### src/rtl/piso_serial_tx_pkg.sv
// -----------------------------------------------------------------------------
// piso_serial_tx_pkg
// Shared definitions for the single-wire bit-serial link. The transmitter
// (piso_serial_tx) and the matching shift-in receiver both import this package
// so that state encodings and bit-order selectors agree on both ends.
//
// Contents:
//   tx_state_e  - link FSM state encoding (ST_IDLE = 0, ST_SHIFT = 1)
//   LSB_FIRST   - bit-order selector value: least significant bit sent first
//   MSB_FIRST   - bit-order selector value: most significant bit sent first
// -----------------------------------------------------------------------------
package piso_serial_tx_pkg;

    typedef enum logic {
        ST_IDLE  = 1'b0,
        ST_SHIFT = 1'b1
    } tx_state_e;

    localparam bit LSB_FIRST = 1'b0;
    localparam bit MSB_FIRST = 1'b1;

endpackage

### src/rtl/piso_serial_tx_bit_tick_gen.sv
// -----------------------------------------------------------------------------
// bit_tick_gen
// Bit-period timer for the serial link. While enabled it counts clock cycles
// 0..CLK_DIV-1 and wraps; tick marks the last cycle of every bit-period so the
// owner knows when to advance to the next bit. When disabled the counter is
// parked at zero so the next enable starts a fresh, full-length bit-period.
//
// Parameters:
//   CLK_DIV - clock cycles per bit (>= 1)
// Ports:
//   clk    in  - rising-edge clock
//   rst_n  in  - asynchronous active-low reset
//   enable in  - count while high, hold at zero while low
//   tick   out - high on the last cycle of each bit-period (only while enabled)
// -----------------------------------------------------------------------------
module bit_tick_gen #(
    parameter int CLK_DIV = 1
) (
    input  logic clk,
    input  logic rst_n,
    input  logic enable,
    output logic tick
);

    localparam int CNT_W = (CLK_DIV > 1) ? $clog2(CLK_DIV) : 1;
    localparam logic [CNT_W-1:0] CNT_LAST = CNT_W'(CLK_DIV - 1);

    logic [CNT_W-1:0] div_cnt;

    // Divider counter. With CLK_DIV = 1 the terminal value is zero, so the
    // counter never leaves zero and every enabled cycle is a tick.
    always_ff @(posedge clk or negedge rst_n) begin
        if (!rst_n) begin
            div_cnt <= '0;
        end else if (!enable || (div_cnt == CNT_LAST)) begin
            div_cnt <= '0;
        end else begin
            div_cnt <= div_cnt + 1'b1;
        end
    end

    assign tick = enable && (div_cnt == CNT_LAST);

endmodule

### src/rtl/piso_serial_tx.sv
// -----------------------------------------------------------------------------
// piso_serial_tx
// Parallel-in / serial-out transmitter for the single-wire bit-serial link.
// A WIDTH-bit word is taken on a valid/ready handshake and shifted out one bit
// per CLK_DIV-cycle bit-period, with frame marking the data bits. All outputs
// are registered; sout_b is the continuous complement of the sout register.
//
// Parameters:
//   WIDTH     - word width (>= 2)
//   CLK_DIV   - clock cycles per bit (>= 1)
//   MSB_FIRST - 0: LSB first, 1: MSB first
// Ports:
//   clk        in  - rising-edge clock
//   rst_n      in  - asynchronous active-low reset
//   load_valid in  - producer offers load_data
//   load_ready out - transmitter can accept a word this cycle
//   load_data  in  - word to send, sampled only on acceptance
//   sout       out - serial data
//   sout_b     out - always ~sout
//   frame      out - high while a data bit is on sout
//   busy       out - high from the cycle after acceptance to the end of the frame
//   done       out - one-cycle pulse after the last bit-period
// -----------------------------------------------------------------------------
module piso_serial_tx #(
    parameter int WIDTH     = 8,
    parameter int CLK_DIV   = 1,
    parameter int MSB_FIRST = 0
) (
    input  logic             clk,
    input  logic             rst_n,
    input  logic             load_valid,
    output logic             load_ready,
    input  logic [WIDTH-1:0] load_data,
    output logic             sout,
    output logic             sout_b,
    output logic             frame,
    output logic             busy,
    output logic             done
);

    import piso_serial_tx_pkg::*;

    localparam int IDX_W = $clog2(WIDTH);
    localparam logic [IDX_W-1:0] IDX_LAST = IDX_W'(WIDTH - 1);
    localparam bit SEND_MSB = (MSB_FIRST == int'(piso_serial_tx_pkg::MSB_FIRST));

    tx_state_e        state;
    tx_state_e        next_state;
    logic [WIDTH-1:0] shift_reg;
    logic [IDX_W-1:0] bit_idx;
    logic             tick;
    logic             accept;
    logic             last_bit;
    logic             load_head;
    logic             shift_next;
    logic             sout_d;
    logic             frame_d;
    logic             busy_d;
    logic             ready_d;
    logic             done_d;

    bit_tick_gen #(
        .CLK_DIV (CLK_DIV)
    ) u_tick (
        .clk    (clk),
        .rst_n  (rst_n),
        .enable (state == ST_SHIFT),
        .tick   (tick)
    );

    // load_ready is a register that is high exactly in IDLE, so it doubles as
    // the acceptance qualifier and keeps load_valid during SHIFT harmless.
    assign accept   = load_valid && load_ready;
    assign last_bit = tick && (bit_idx == IDX_LAST);

    // The shift register always holds the bit currently on sout at its "head"
    // end, so the next bit to send sits one position behind it.
    assign load_head  = SEND_MSB ? load_data[WIDTH-1] : load_data[0];
    assign shift_next = SEND_MSB ? shift_reg[WIDTH-2] : shift_reg[1];

    // State register.
    always_ff @(posedge clk or negedge rst_n) begin
        if (!rst_n) begin
            state <= ST_IDLE;
        end else begin
            state <= next_state;
        end
    end

    // Next-state logic: leave IDLE on a handshake, leave SHIFT when the last
    // bit-period of the word ends.
    always_comb begin
        next_state = state;
        case (state)
            ST_IDLE:  if (accept)   next_state = ST_SHIFT;
            ST_SHIFT: if (last_bit) next_state = ST_IDLE;
        endcase
    end

    // Output decode. Outputs are registered, so this computes the value each
    // output will take in the next cycle from the upcoming state. done is
    // derived from the SHIFT->IDLE transition, so it can never overlap frame.
    always_comb begin
        ready_d = (next_state == ST_IDLE);
        frame_d = (next_state == ST_SHIFT);
        busy_d  = (next_state == ST_SHIFT);
        done_d  = (state == ST_SHIFT) && last_bit;
        sout_d  = 1'b0;
        if (state == ST_IDLE) begin
            if (accept) sout_d = load_head;
        end else if (!tick) begin
            sout_d = sout;
        end else if (!last_bit) begin
            sout_d = shift_next;
        end
    end

    // Output registers.
    always_ff @(posedge clk or negedge rst_n) begin
        if (!rst_n) begin
            load_ready <= 1'b1;
            sout       <= 1'b0;
            frame      <= 1'b0;
            busy       <= 1'b0;
            done       <= 1'b0;
        end else begin
            load_ready <= ready_d;
            sout       <= sout_d;
            frame      <= frame_d;
            busy       <= busy_d;
            done       <= done_d;
        end
    end

    // Datapath: capture the word on acceptance, then advance one bit per
    // bit-period. bit_idx returns to zero after the final bit so it never
    // counts past WIDTH-1.
    always_ff @(posedge clk or negedge rst_n) begin
        if (!rst_n) begin
            shift_reg <= '0;
            bit_idx   <= '0;
        end else if (accept) begin
            shift_reg <= load_data;
            bit_idx   <= '0;
        end else if ((state == ST_SHIFT) && tick) begin
            shift_reg <= SEND_MSB ? (shift_reg << 1) : (shift_reg >> 1);
            bit_idx   <= last_bit ? '0 : bit_idx + 1'b1;
        end
    end

    assign sout_b = ~sout;

endmodule

### config.mk
export PLATFORM = sky130hd
export DESIGN_NAME = piso_serial_tx
export DESIGN_NICKNAME = d
export VERILOG_FILES = /design/src/rtl/piso_serial_tx_pkg.sv /design/src/rtl/piso_serial_tx_bit_tick_gen.sv /design/src/rtl/piso_serial_tx.sv
export SDC_FILE = /design/constraint.sdc
export NUM_CORES = 1
export LEC_CHECK = 0
export BUFFER_PORTS_ARGS = -buffer_cell sky130_fd_sc_hd__buf_2
export CAP_MARGIN = 20
export CELL_PAD_IN_SITES_DETAIL_PLACEMENT = 1
export CELL_PAD_IN_SITES_GLOBAL_PLACEMENT = 1
export CORE_MARGIN = 8
export CORE_UTILIZATION = 41
export DETAILED_ROUTE_END_ITERATION = 6
export GPL_TIMING_DRIVEN = 0
export MAX_ROUTING_LAYER = met4
export PLACE_DENSITY_LB_ADDON = 0.12
export SLEW_MARGIN = 20
export SYNTH_ARGS = -nofsm -noshare
export SYNTH_HDL_FRONTEND = slang
export SYNTH_SLANG_ARGS = --single-unit
### constraint.sdc
create_clock -name clk -period 3.88 [get_ports clk]
set_input_delay 0.194 -clock clk [delete_from_list [all_inputs] [get_ports clk]]
set_output_delay 0.194 -clock clk [all_outputs]
set_load 0.1 [all_outputs]
==> summary.txt <==
Route
  • TritonRoute pass-1 iters: 1
  • 1st-iter DRT viols: 0
  • Vias per inst: 4.93
  • Final ANT Viol Nets: 0
  • DRC: 0
  • DR WL/cell: between 10 and 15 µm
  • WL final: 1.41 mm
  • Vias: 498

Critical path
  • Worst endpoint required time: approximately 3700 ps
  • CP Launch Type: flip-flop
  • Critical path class: reg2out
  • Worst Setup End Kind: output pin
  • Worst Path Max Fanout: 6
  • Crit path DAT: 1300 ps

Place
  • Area after DPL: 778 µm²
  • Placed insts: 96
  • Worst Setup Slack post-DPL: 2480 ps
  • IO Port Bufs: 16
  • DP Wirelength: 1.06 mm
  • GP Congestion: 0.676

Global route
  • Number of global-route vias before repair: 581
  • Initial antenna violation count: 0
  • Met2 global-route usage: 0.163
  • Met3 usage: 0.0360
  • Met1 Use GR: 0.118
  • GRT Resource Usage Total: 0.103
  • GRT busiest layer: met2
  • Total grt overflow: 0
  • First-pass GRT wire length: 2.65 mm
  • Pin count of the biggest net entering global routing: 16

Flow run
  • Max-cap violations: 0

Finish
  • Max reg flops: 7
  • Final non-filler cell total: 101
  • Most common cell after layout, fill and taps aside: buf_2
  • Share of layout cells above drive strength 1: 0.306
  • Area of the multi-input gates: 269 µm²
  • Final net count: 99
  • Most frequent cells in the layout: 18 x buf_2, 14 x dfrtp_1, 13 x nand2_1
  • # fillers: 178
  • Antenna diodes: 0
  • Final instance area: 815 µm²
  • Area Growth Syn to Fin: 20.1%
  • Reg area: 377 µm²

Clocking
  • Clock sinks: 15
  • Root buffer cell: clkbuf_4
  • Post-cts resize count: 0
  • H-tree lvl count: 1
  • Worst skew pair latency: 280 ps
  • Setup Fix Bufs, Post-CTS: 0
  • CTS tree: built
  • Total CTS buffers: 3
  • CTS max path bufs: 2
  • Clk pin slew, worst setup/hold paths: approximately 90 ps

Yosys
  • Cells after Synth: 64
  • Adder-cell share of the synthesized area: 0.0369
  • Post-synthesis sequential element count: 15
  • Register area share after synthesis: 0.555
  • Simple-gate portion of the synthesized area: 0.161
  • Post-synth ARST share: 1.00
  • Netlist cell types: 21
  • Post-synth EDFFs: 0
  • Ys Warns: 0
  • Ys flop type: dfrtp_1
  • Compound-Gate Fraction of Synth Area: 0.0904
  • Avg Inst Size Synth: 10.6 µm²
  • Synthesized area: 678 µm²
  • Mux cell area share after synthesis: 0.103
  • Syn Nets: 77
  • Largest family of logic cells by synthesized area: simple AND/OR/NAND/NOR gates
  • XOR/XNOR Fraction of Synth Area: 0

Floorplan
  • Starting density of the core: 0.445
  • Die W: around 57 µm
  • Die Y-Extent: 56.7 µm
  • Cell Rows: 14
  • I/O pin total: 17
  • Die Area: 3210 µm²
  • CORE AREA: 1520 µm²

STA
  • Final TNS setup: 0 ps
  • Final setup violation count: 0
  • Final worst slack: 2390 ps
  • Worst Clk Skew: 2.23 ps
  • Min cycle time layout: 1490 ps
  • Max frequency: between 600 and 700 MHz
  • RSZ-0062 raised after global routing: false
  • Final period util: 0.384
  • Max-slew violation count: 0
  • Final Hold Vio Count: 0

Power
  • Pleak: 0.418 nW
  • Worst VDD drop: around 0.48 mV
  • P per Cell Area: 830 nW/µm²

Min path
  • Type of the worst min-delay path: in2reg

Outcome
  • Status: finished, final reports clean
-- cells in the mapped netlist (2+ instances only) --
| cell | count | area share |
|---|---|---|
| a21oi_1 | 2 | 0.015 |
| and2_1 | 2 | 0.018 |
| buf_2 | 2 | 0.015 |
| dfrtp_1 | 14 | 0.52 |
| ha_1 | 2 | 0.037 |
| mux2i_1 | 7 | 0.10 |
| nand2_1 | 13 | 0.072 |
| nor2_1 | 3 | 0.017 |
| o21ai_0 | 7 | 0.052 |
-- worst max-delay path, cell delays in order (launching register included) --
cell and delay, ps:
dfrtp_1 460, buf_4 150, buf_2 410
-- cell type report --
class | count | share of cell area
inverter | 1 | 0.00461
timing repair buffer | 17 | 0.111
multi-input combinational | 44 | 0.330
clock buffer | 4 | 0.0323
sequential | 15 | 0.462
tap | 16 | 0.0246
buffer | 4 | 0.0353
-- metrics by stage --
stage          hold slack [ps]   util  total power [mW]
2_1_floorplan             -102      -             0.533
3_3_place_gp               114  0.511             0.585
3_5_place_dp               120  0.511             0.596
4_1_cts                    111  0.534             0.686
5_1_grt                    117  0.534             0.730
6_report                   118  0.534             0.676
-- final timing paths --
kind                         startpoint           end  slack [ps]  cells past startpoint
min in group asynchronous         rst_n  shift_reg[3]         350                      2
setup / recovery                   busy         frame        2390                      2
max in group asynchronous         rst_n    load_ready        3240                      2
hold / removal             load_data[6]  shift_reg[6]         120                      3
hold reg to reg              bit_idx[2]    bit_idx[2]         530                      2
setup reg to reg             bit_idx[0]    bit_idx[0]        2480                      4
-- timing repair --
item,4_1_cts,5_1_grt
endpoints found under the setup margin,0,0
hold buffers,1,0
endpoints found under the hold margin,14,0
-- where the power goes --
part	switching (mW)	internal, mW	total, mW
clock	0.0474	0.0398	0.0872
combinational	0.242	0.0902	0.332
sequential	0.0380	0.218	0.256
total	0.328	0.348	0.676
-- cell families after synthesis --
group / count (synthesis)
other: 1
muxes: 7
DFF: 15
and+or+nand+nor: 23
buffers and inverters: 5
AOI/OAI and AO/OA: 11
adders and majority gates: 2
-- routing by layer --
metal | part of all wire | vias to the layer above
met5 | 0 | -
met4 | 0.0042 | 0
met3 | 0.056 | 2
met2 | 0.49 | 14
met1 | 0.45 | 232
li1 | - | 250
Note: power is estimated with default switching activity, not from simulation.
